`src/rtl/pipelined_control_unit.sv`:
```
// rtl/pipelined_control_unit.sv - RV32I decoder feeding a three-stage ID/EX, EX/MEM, MEM/WB control pipeline.
// Optional M-extension decode enabled by defining CTRL_MEXT_EN.
module pipelined_control_unit #(
    parameter int ALU_W  = 5,
    parameter int REG_AW = 5,
    parameter int IMM_W  = 3
) (
    input  logic              clk,
    input  logic              rst,
    input  logic [31:0]       instr_d,
    input  logic              valid_d,
    input  logic              stall_i,
    input  logic              flush_i,
    output logic              stall_o,
    output logic              ex_valid,
    output logic [ALU_W-1:0]  ex_alu_ctrl,
    output logic              ex_alu_src,
    output logic [IMM_W-1:0]  ex_imm_src,
    output logic              ex_branch,
    output logic [2:0]        ex_branch_cond,
    output logic              ex_jump_imm,
    output logic              ex_jump_result,
    output logic              ex_pc_operand,
    output logic              ex_illegal,
    output logic              mem_write,
    output logic [1:0]        mem_byte_sel,
    output logic              mem_extend,
    output logic              wb_reg_write,
    output logic              wb_result_src,
    output logic              wb_write_next_pc,
    output logic [REG_AW-1:0] wb_rd
);

    typedef struct packed {
        logic              regWrite;
        logic              resultSrc;
        logic              writeNextPc;
        logic [REG_AW-1:0] rd;
    } wbCtrl_t;

    typedef struct packed {
        logic       memWrite;
        logic [1:0] memByteSel;
        logic       memExtend;
        wbCtrl_t    wb;
    } memCtrl_t;

    typedef struct packed {
        logic             valid;
        logic [ALU_W-1:0] aluCtrl;
        logic             aluSrc;
        logic [IMM_W-1:0] immSrc;
        logic             branch;
        logic [2:0]       branchCond;
        logic             jumpImm;
        logic             jumpResult;
        logic             pcOperand;
        logic             illegal;
        logic             memRead;
        memCtrl_t         mem;
    } exCtrl_t;

    localparam logic [6:0] OP_R      = 7'b0110011;
    localparam logic [6:0] OP_IALU   = 7'b0010011;
    localparam logic [6:0] OP_LOAD   = 7'b0000011;
    localparam logic [6:0] OP_STORE  = 7'b0100011;
    localparam logic [6:0] OP_BRANCH = 7'b1100011;
    localparam logic [6:0] OP_JAL    = 7'b1101111;
    localparam logic [6:0] OP_JALR   = 7'b1100111;
    localparam logic [6:0] OP_LUI    = 7'b0110111;
    localparam logic [6:0] OP_AUIPC  = 7'b0010111;

    logic [6:0] opcode;
    logic [2:0] funct3;
    logic [6:0] funct7;
    logic [4:0] rs1;
    logic [4:0] rs2;

    assign opcode = instr_d[6:0];
    assign funct3 = instr_d[14:12];
    assign rs1    = instr_d[19:15];
    assign rs2    = instr_d[24:20];
    assign funct7 = instr_d[31:25];

    function automatic logic [ALU_W-1:0] aluFromFunct3(input logic [2:0] f3, input logic alt);
        case (f3)
            3'b000:  aluFromFunct3 = alt ? ALU_W'(1) : ALU_W'(0);
            3'b001:  aluFromFunct3 = ALU_W'(2);
            3'b010:  aluFromFunct3 = ALU_W'(3);
            3'b011:  aluFromFunct3 = ALU_W'(4);
            3'b100:  aluFromFunct3 = ALU_W'(5);
            3'b101:  aluFromFunct3 = alt ? ALU_W'(7) : ALU_W'(6);
            3'b110:  aluFromFunct3 = ALU_W'(8);
            default: aluFromFunct3 = ALU_W'(9);
        endcase
    endfunction

    exCtrl_t  dec;
    exCtrl_t  idEx;
    memCtrl_t exMem;
    wbCtrl_t  memWb;
    logic     usesRs1;
    logic     usesRs2;
    logic     bad;
    logic     hazard;

    always_comb begin
        dec     = '0;
        usesRs1 = 1'b0;
        usesRs2 = 1'b0;
        bad     = 1'b0;
        case (opcode)
            OP_R: begin
                usesRs1 = 1'b1;
                usesRs2 = 1'b1;
                dec.mem.wb.regWrite = 1'b1;
                case (funct7)
                    7'b0000000: dec.aluCtrl = aluFromFunct3(funct3, 1'b0);
                    7'b0100000: begin
                        if (funct3 == 3'b000 || funct3 == 3'b101)
                            dec.aluCtrl = aluFromFunct3(funct3, 1'b1);
                        else
                            bad = 1'b1;
                    end
`ifdef CTRL_MEXT_EN
                    7'b0000001: dec.aluCtrl = ALU_W'(5'd16 + {2'b00, funct3});
`endif
                    default: bad = 1'b1;
                endcase
            end
            OP_IALU: begin
                usesRs1 = 1'b1;
                dec.aluSrc = 1'b1;
                dec.mem.wb.regWrite = 1'b1;
                if (funct3 == 3'b001 && funct7 != 7'b0000000)
                    bad = 1'b1;
                if (funct3 == 3'b101 && funct7 != 7'b0000000 && funct7 != 7'b0100000)
                    bad = 1'b1;
                dec.aluCtrl = aluFromFunct3(funct3, funct3 == 3'b101 && funct7[5]);
            end
            OP_LOAD: begin
                usesRs1 = 1'b1;
                dec.aluSrc = 1'b1;
                dec.memRead = 1'b1;
                dec.mem.wb.regWrite = 1'b1;
                dec.mem.wb.resultSrc = 1'b1;
                dec.mem.memExtend = ~funct3[2];
                dec.mem.memByteSel = (funct3[1:0] == 2'b00) ? 2'd2 :
                                     (funct3[1:0] == 2'b01) ? 2'd1 : 2'd0;
                if (funct3 == 3'b011 || funct3 == 3'b110 || funct3 == 3'b111 ||
                    (funct3 == 3'b100 && 1'b0))
                    bad = 1'b1;
            end
            OP_STORE: begin
                usesRs1 = 1'b1;
                usesRs2 = 1'b1;
                dec.aluSrc = 1'b1;
                dec.immSrc = IMM_W'(1);
                dec.mem.memWrite = 1'b1;
                dec.mem.memByteSel = (funct3[1:0] == 2'b00) ? 2'd2 :
                                     (funct3[1:0] == 2'b01) ? 2'd1 : 2'd0;
                if (funct3[2] || funct3[1:0] == 2'b11)
                    bad = 1'b1;
            end
            OP_BRANCH: begin
                usesRs1 = 1'b1;
                usesRs2 = 1'b1;
                dec.aluCtrl = ALU_W'(1);
                dec.immSrc = IMM_W'(2);
                dec.branch = 1'b1;
                dec.branchCond = funct3;
                if (funct3 == 3'b010 || funct3 == 3'b011)
                    bad = 1'b1;
            end
            OP_JAL: begin
                dec.immSrc = IMM_W'(4);
                dec.jumpImm = 1'b1;
                dec.mem.wb.regWrite = 1'b1;
                dec.mem.wb.writeNextPc = 1'b1;
            end
            OP_JALR: begin
                usesRs1 = 1'b1;
                dec.aluSrc = 1'b1;
                dec.jumpResult = 1'b1;
                dec.mem.wb.regWrite = 1'b1;
                dec.mem.wb.writeNextPc = 1'b1;
                if (funct3 != 3'b000)
                    bad = 1'b1;
            end
            OP_LUI: begin
                dec.aluCtrl = ALU_W'(10);
                dec.aluSrc = 1'b1;
                dec.immSrc = IMM_W'(3);
                dec.mem.wb.regWrite = 1'b1;
            end
            OP_AUIPC: begin
                dec.aluSrc = 1'b1;
                dec.immSrc = IMM_W'(3);
                dec.pcOperand = 1'b1;
                dec.mem.wb.regWrite = 1'b1;
            end
            default: bad = 1'b1;
        endcase

        if (dec.mem.wb.regWrite)
            dec.mem.wb.rd = REG_AW'(instr_d[11:7]);
        if (dec.mem.wb.rd == '0)
            dec.mem.wb.regWrite = 1'b0;

        // Undecodable encodings travel as a flagged no-op so EX can trap on them.
        if (bad) begin
            dec         = '0;
            dec.illegal = 1'b1;
            usesRs1     = 1'b0;
            usesRs2     = 1'b0;
        end

        dec.valid = 1'b1;
        if (!valid_d) begin
            dec     = '0;
            usesRs1 = 1'b0;
            usesRs2 = 1'b0;
        end
    end

    assign hazard = valid_d && idEx.valid && idEx.memRead && (idEx.mem.wb.rd != '0) &&
                    ((usesRs1 && REG_AW'(rs1) == idEx.mem.wb.rd) ||
                     (usesRs2 && REG_AW'(rs2) == idEx.mem.wb.rd));

    assign stall_o = hazard && !rst && !stall_i && !flush_i;

    always_ff @(posedge clk) begin
        if (rst) begin
            idEx  <= '0;
            exMem <= '0;
            memWb <= '0;
        end else if (!stall_i) begin
            exMem <= idEx.mem;
            memWb <= exMem.wb;
            if (flush_i || hazard)
                idEx <= '0;
            else
                idEx <= dec;
        end
    end

    assign ex_valid         = idEx.valid;
    assign ex_alu_ctrl      = idEx.aluCtrl;
    assign ex_alu_src       = idEx.aluSrc;
    assign ex_imm_src       = idEx.immSrc;
    assign ex_branch        = idEx.branch;
    assign ex_branch_cond   = idEx.branchCond;
    assign ex_jump_imm      = idEx.jumpImm;
    assign ex_jump_result   = idEx.jumpResult;
    assign ex_pc_operand    = idEx.pcOperand;
    assign ex_illegal       = idEx.illegal;
    assign mem_write        = exMem.memWrite;
    assign mem_byte_sel     = exMem.memByteSel;
    assign mem_extend       = exMem.memExtend;
    assign wb_reg_write     = memWb.regWrite;
    assign wb_result_src    = memWb.resultSrc;
    assign wb_write_next_pc = memWb.writeNextPc;
    assign wb_rd            = memWb.rd;

endmodule

```
`config.mk`:
```
export PLATFORM = sky130hd
export DESIGN_NAME = pipelined_control_unit
export DESIGN_NICKNAME = d
export VERILOG_FILES = /design/src/rtl/pipelined_control_unit.sv
export SDC_FILE = /design/constraint.sdc
export NUM_CORES = 1
export LEC_CHECK = 0
export ABC_AREA = 1
export BUFFER_PORTS_ARGS = -buffer_cell sky130_fd_sc_hd__buf_4
export CORE_UTILIZATION = 53
export DETAILED_ROUTE_END_ITERATION = 10
export PLACE_DENSITY = 0.83
export SKIP_CTS_REPAIR_TIMING = 1
export SYNTH_ARGS = -nofsm -noshare
export SYNTH_HDL_FRONTEND = slang
export SYNTH_SLANG_ARGS = --single-unit
```
`constraint.sdc`:
```
create_clock -name clk -period 1.5 [get_ports clk]
set_input_delay 0 -clock clk [delete_from_list [all_inputs] [get_ports clk]]
set_output_delay 0 -clock clk [all_outputs]
set_load 0.05 [all_outputs]
```
# == Yosys cells after proc, flatten, opt, wreduce, memory -nomap -nowiden ==
# Cells that the tools add are included.
# totals
mem_bits_rw,0
wordCells,132
out_inout_bits,31
romBits,0
ff_bits,51
latch_bits,0
n_memories,0
# op_classes
n_shift,0
mux,42
mul,0
reduce_logical,38
div,0
n_lt_le_gt_ge,0
n_addsub,0
eq_ne,22
bitwise,1
# op_table
cell,count
one-hot mux 4 bit (7 select lines),3
two-way mux 31 bit,2
two-way mux 30 bit,1
== test 7 x 6 -> 1 bit (second input constant),4
two-way mux 1 bit,26
== test 7 bit (second input constant),3
one-hot mux 5 bit (4 select lines),1
== test 7 x 5 -> 1 bit (second input constant),2
logical AND 1 bit,13
== test 3 bit (second input constant),4
one-hot mux 3 bit (4 select lines),1
OR reduction 6 bit,2
== test 5 bit,2
two-way mux 5 bit,2
one-hot mux 5 bit (2 select lines),1
== test 7 x 2 -> 1 bit (second input constant),1
logical NOT 7 bit,1
logical OR 1 bit,7
inequality test 7 x 6 -> 1 bit (second input constant),1
one-hot mux 1 bit (7 select lines),1
nonzero test 7 bit,1
OR reduction 7 bit,1
== test 3 x 2 -> 1 bit (second input constant),2
OR reduction 2 bit,3
14 further kinds,18

# == Longest topological paths before layout ==
# Gate-level depths: netlist of the first run.
# depth
depth_word,13
mapped_depth,13
mapped_depth_nobuf,13

# == Worst setup path before layout of the first run ==
# No wires, ideal clock.
# synth_timing
path_type,register to output
startpoint,"register idEx, in the netlist ex_valid"
endpoint,output port stall_o
t_arrival_ns,2.401
path_stages_with_launch,5
slack_ns,-0.901
path_buffers,0
cell_sequence,dfxtp_1 > nand4_1 > inv_1 > nand3_1 > nor4_1
# synth_between
elab_chain_cells,7
# synth_rtl
element,line,rtl
"start, declared",99,exCtrl_t idEx;
"start signal, assigned",234,idEx <= '0;
"start signal, assigned",241,idEx <= '0;
"start signal, assigned",243,idEx <= dec;
logical AND 1 bit (4 in a row),226,assign hazard = valid_d && idEx.valid && idEx.memRead && (idEx.mem.wb.rd != '0) &&
logical AND 1 bit (3 in a row),230,assign stall_o = hazard && !rst && !stall_i && !flush_i;
"end, declared",14,"output logic stall_o,"
# No other way between the ends.

# == Worst setup path in the final report of the first run ==
# layout_timing
startpoint,register idEx[3] in the netlist's numbering
endpoint,output port stall_o
# layout_between
elab_chain_cells,7
# layout_rtl
element,line,rtl
"== test 5 bit, on equally long branches","227, 228",
"logical AND 1 bit, on equally long branches","227, 228",
logical OR 1 bit,227,((usesRs1 && REG_AW'(rs1) == idEx.mem.wb.rd) ||
logical AND 1 bit *,226,
logical AND 1 bit * (3 in a row),230,
# Mark *: on every way between the ends. The rest lies on a longest branch, timed or not.

==> results of run 1 <==
[report_power, final]
part / internal [mW] / leakage [nW] / switching [mW]
clock network: 0.500 / 0.0585 / 0.459
registers: 1.30 / 0.399 / 0.00274
logic: 0.126 / 1.12 / 0.191
total: 1.93 / 1.58 / 0.653
[layout by cell type (no fill, tap or decap), types with 2 or more instances in the layout]
cell type	Yosys	routed
o211ai_1	2	2
nor2_2	2	3
nor2_1	41	39
inv_4	0	2
o2111ai_1	2	2
nand2_2	7	10
xnor2_1	6	2
nand4_1	19	19
xnor2_2	0	4
buf_4	13	89
o21ai_0	4	4
buf_6	3	3
dfxtp_2	0	4
dfxtp_1	49	43
nor3_1	3	3
nand2_1	110	107
a21oi_1	47	47
nand3_2	1	2
inv_1	33	31
nand3_1	13	11
nor2_4	2	3
inv_2	5	5
xor2_1	3	3
clkbuf_8	0	5
dfxtp_4	0	2
[state kept, by name (all words and copies together), names as in the netlist]
signal / cells
ex_illegal: 1
ex_jump_result: 1
wb_rd: 5
ex_imm_src: 3
exMem: 8
ex_branch_cond: 3
wb_write_next_pc: 1
ex_branch: 1
ex_alu_ctrl: 4
mem_byte_sel: 2
mem_write: 1
idEx: 12
wb_result_src: 1
ex_jump_imm: 1
ex_pc_operand: 1
wb_reg_write: 1
ex_alu_src: 1
mem_extend: 1
ex_valid: 1
[per-stage QoR]
stage | setup slack [ns] | instance area, um2 | instances | power, mW
after floorplan | -0.0192 | 2730 | 397 | 1.52
after global placement | -0.0538 | 3290 | 520 | 1.63
after detailed placement | -0.0882 | 3290 | 520 | 1.64
after CTS | -0.469 | 3410 | 528 | 2.58
after global routing | -0.372 | 3480 | 529 | 2.67
final | -0.267 | 3480 | 529 | 2.58
[layer usage]
layer / vias to the layer above / wire (um) / global-route usage [%]
met5: - / 0 / 0
met4: 0 / 76 / 8.06
met3: 9 / 316 / 5.80
met2: 79 / 3160 / 39.3
met1: 1229 / 3160 / 36.0
li1: 1384 / - / -
[worst paths after layout]
check             slack, ns        from            end  cells after the start
setup / recovery      -0.27     idEx[3]        stall_o                     11
hold / removal         0.05  instr_d[7]        idEx[0]                      5
setup reg to reg      -0.13     idEx[3]  ex_imm_src[1]                     11
hold reg to reg        0.46    exMem[0]       exMem[0]                      2
[logic make-up after synthesis]
family,share of synthesized area (%)
AOI/OAI and AO/OA,11.8
xor gates and xnor gates,2.94
buffers and inverters,13.6
DFF,36.6
other,0.140
and+or+nand+nor,34.9
[tightest hold or removal path: stages]
cell     delay, ns
buf_4         0.11
inv_1         0.04
nor2_1        0.04
nand4_1       0.07
a21oi_1       0.05
[layout make-up]
class,count,area [um2]
Multi-Input combinational cell,274,1430
Clock inverter,3,43.8
Sequential cell,49,993
Timing Repair Buffer,93,722
Clock buffer,5,68.8
Tap cell,67,83.8
Fill cell,379,1300
Inverter,38,148
==> impl_metrics.ini, run 1 <==
[yosys]
synth.most_common_cell = nand2_1
synthCells = 397
yosys_warnings = 0
synth_top_cell_by_area = dfxtp_1
synth_area_per_cell_um2 = 6.76
synthDistinctLibCells = 35
ys_ff_latch = 49
synth_top_area_share_pct = 36.6
synthFlopType = dfxtp_1
synth-edff-count = 0
ys_seq_area_share_pct = 36.6
synthTopCellsByCount = 110 x nand2_1, 49 x dfxtp_1, 47 x a21oi_1
synth.area.top_cells = dfxtp_1 37%, nand2_1 15%, a21oi_1 8.8%
syn-num-nets = 434
syn_area_um2 = 2680
async_flop_share_pct = 0

[sta]
period_needed_ns = 1.77
finalSetupViolations = 26
fmax_mhz = 566
worstMarginPinSlew_ns = 0.592
fin_skew_ns = 0.00420
hold_violations = 0
final.setup.worst_slack_ns = -0.267
tns_ns = -2.38
maxSlewViolCount = 0
fin_crit_sh_pct = 118
relSlewSlack_pct = 60.5
hold_slack_ns = 0.0479
rsz0062_at_grt = true

[die]
start_util_pct = 56.1
die_h_um = 73.1
core_area_um2 = 4790
die_w_um = 73.1
dieArea_um2 = 5350
io_pins = 68
row_count = 25

[finish]
nets = 498
fin_util_pct = 72.8
syn_to_final_growth_pct = 29.9
antenna_cells = 0
drive_gt1_share_pct = 31.2

[setup_path]
crit_slowest_cell = dfxtp_4
crit_path_frequent_cell = nand2_2
cp_max_fo = 4
critical_path.cell_chain = inv_4, nand2_2, nand2_2, nand3_2, nor2_2, nand2_1, nand2_2, buf_6, nand3_4, nor4_4, buf_6
cp_data_arrival_time_ns = 1.77
slowest_delay_ns = 0.38
critPathKind = flop to output port
cp.required_ns = 1.50
cp_num_buf_inv = 3
cp-start-kind = flop
endpoint_kind = output port
cp_top_family = simple AND/OR/NAND/NOR gates

[job]
cap_violations = 0

[grt]
grt_overflow_total = 0
grt_pass1_vias = 2316
track_usage_pct = 25.8
antenna_found_initial = 0
grt_max_degree = 51
grt_pass1_wl_um = 10600

[routing]
drt_pass1_iterations = 4
ant_nets = 0
wl_per_cell_um = 12.7
vias = 2701
vias_per_cell = 5.11
drt_iter0_markers = 181
drc = 0
wirelength_um = 6710

[power_and_ir_drop]
ir_drop_uv = 601
p_leak_nw = 1.58
p_per_area_nw_per_um2 = 740

[clock_tree]
h-tree-depth = 2
numCtsBuffers = 5
cts_tree = done
insertion_delay_ns = 0.31
clk_pin_slew_ns = 0.09
cts_root_buf = clkbuf_8
cts.sink_count = 49
clockBufferDepth = 2

[placed_design]
portBuffers = 66
hpwl_um = 4790
gp_congestion = 0.861

[worst_hold_path]
hold_class = input pin to flop

[run_status]
violations = negative setup slack
status = complete, but fails checks
(Power assumes the default switching activity.)
==> run 2, diff against run 1 <==
--- a/config.mk
+++ b/config.mk
@@ -7,7 +7,9 @@
 export LEC_CHECK = 0
 export ABC_AREA = 1
 export BUFFER_PORTS_ARGS = -buffer_cell sky130_fd_sc_hd__buf_4
-export CORE_UTILIZATION = 53
+export CELL_PAD_IN_SITES_DETAIL_PLACEMENT = 1
+export CELL_PAD_IN_SITES_GLOBAL_PLACEMENT = 1
+export CORE_UTILIZATION = 37
 export DETAILED_ROUTE_END_ITERATION = 10
 export PLACE_DENSITY = 0.83
 export SKIP_CTS_REPAIR_TIMING = 1
==> impl_metrics.ini, run 2 (same netlist as run 1, synthesis figures left out) <==
[power_and_ir_drop]
p_per_area_nw_per_um2 = 767
ir_drop_uv = 584
p_leak_nw = 1.60
finalPower_mw = 2.73

[sta]
finalSetupViolations = 25
hold_violations = 0
worstMarginPinSlew_ns = 0.580
maxSlewViolCount = 0
fin_crit_sh_pct = 115
rsz0062_at_grt = true
period_needed_ns = 1.72
tns_ns = -2.79
relSlewSlack_pct = 61.3
fmax_mhz = 582
hold_slack_ns = 0.0759
final.setup.worst_slack_ns = -0.218
fin_skew_ns = 0.00644

[setup_path]
r2r-end = ex_imm_src[0]
startpoint = idEx[3]
r2r_slack_ns = -0.14
critPathKind = flop to output port
endpoint_kind = output port
cp-start-kind = flop
r2r_cells = 12
cp.required_ns = 1.50
endpoint = stall_o
cp_data_arrival_time_ns = 1.72
cp_max_fo = 4
r2r-start = idEx[3]

[run_status]
violations = negative setup slack
status = complete, but fails checks

[finish]
stdcell_area_um2 = 3560
drive_gt1_share_pct = 31.0
nets = 503
final_cell_mix = 107 x nand2_1, 94 x buf_4, 47 x a21oi_1
antenna_cells = 0
stdcell_count = 563
final_common_cell = nand2_1
largest-register = idEx
largest_reg_flops = 12
syn_to_final_growth_pct = 32.7

[routing]
vias_per_cell = 4.84
wirelength_um = 7750
drc = 0
drt_iter0_markers = 130
ant_nets = 0
wl_per_cell_um = 13.8
drt_pass1_iterations = 6
vias = 2723

[worst_hold_path]
min_path_cells = 3
hold_class = input pin to flop

[clock_tree]
insertion_delay_ns = 0.30
cts_root_buf = clkbuf_8
clockBufferDepth = 2
cts.sink_count = 49
numCtsBuffers = 5
clk_pin_slew_ns = 0.09
h-tree-depth = 2
cts_tree = done

[die]
die_w_um = 87.2
row_count = 30
core_area_um2 = 6910
dieArea_um2 = 7600
io_pins = 68
start_util_pct = 38.8
die_h_um = 87.2

[grt]
antenna_found_initial = 0
grt_overflow_total = 0
grt_max_degree = 51
grt_pass1_wl_um = 12700
track_usage_pct = 21.3
grt_pass1_vias = 2713

[placed_design]
gp_congestion = 0.840
hpwl_um = 5960
portBuffers = 66
post-place-cells = 554
dpl_cell_area_um2 = 3380

[job]
cap_violations = 0
run 2: worst max-delay path, cell delays in order, from the launching register on:
cell	delay (ns)
dfxtp_4	0.38
inv_2	0.05
buf_4	0.13
nand3_1	0.09
nand4_1	0.10
inv_1	0.11
buf_4	0.12
nand3_4	0.09
nor4_4	0.15
buf_6	0.19
run 2: final cells by class:
class | count | area, um2
Inverter | 38 | 145
Fill cell | 918 | 3350
Clock inverter | 3 | 65.1
Multi-Input combinational cell | 274 | 1400
Clock buffer | 5 | 68.8
Timing Repair Buffer | 98 | 768
Tap cell | 96 | 120
Sequential cell | 49 | 991
run 2: worst min-delay path by stage:
stage,startpoint,to,slack [ns]
6_report,stall_i,ex_valid,0.08
3_5_place_dp,flush_i,stall_o,0.32
5_1_grt,stall_i,ex_imm_src[1],0.08
4_1_cts,stall_i,ex_valid,0.06
3_3_place_gp,flush_i,stall_o,0.32
2_1_floorplan,flush_i,stall_o,0.06
run 2: power breakdown:
part           internal, mW  total (mW)  switching [mW]
Combinational         0.128       0.316           0.189
Sequential             1.30        1.30         0.00293
Clock                 0.662        1.11           0.447
run 2: through the flow:
stage | setup slack [ns] | utilization (%)
3_5_place_dp | -0.208 | 48.9
5_1_grt | -0.351 | 51.6
2_1_floorplan | -0.0192 | -
6_report | -0.218 | 51.6
4_1_cts | -0.441 | 50.9
3_3_place_gp | -0.118 | 48.9
run 2: per-layer routing:
layer | global-route usage, % | vias to the layer above | share of wire (%)
met5 | 0 | - | 0
met4 | 5.07 | 0 | 1.3
met3 | 3.32 | 10 | 2.9
met2 | 37.0 | 55 | 50
met1 | 27.6 | 1264 | 46
li1 | - | 1394 | -
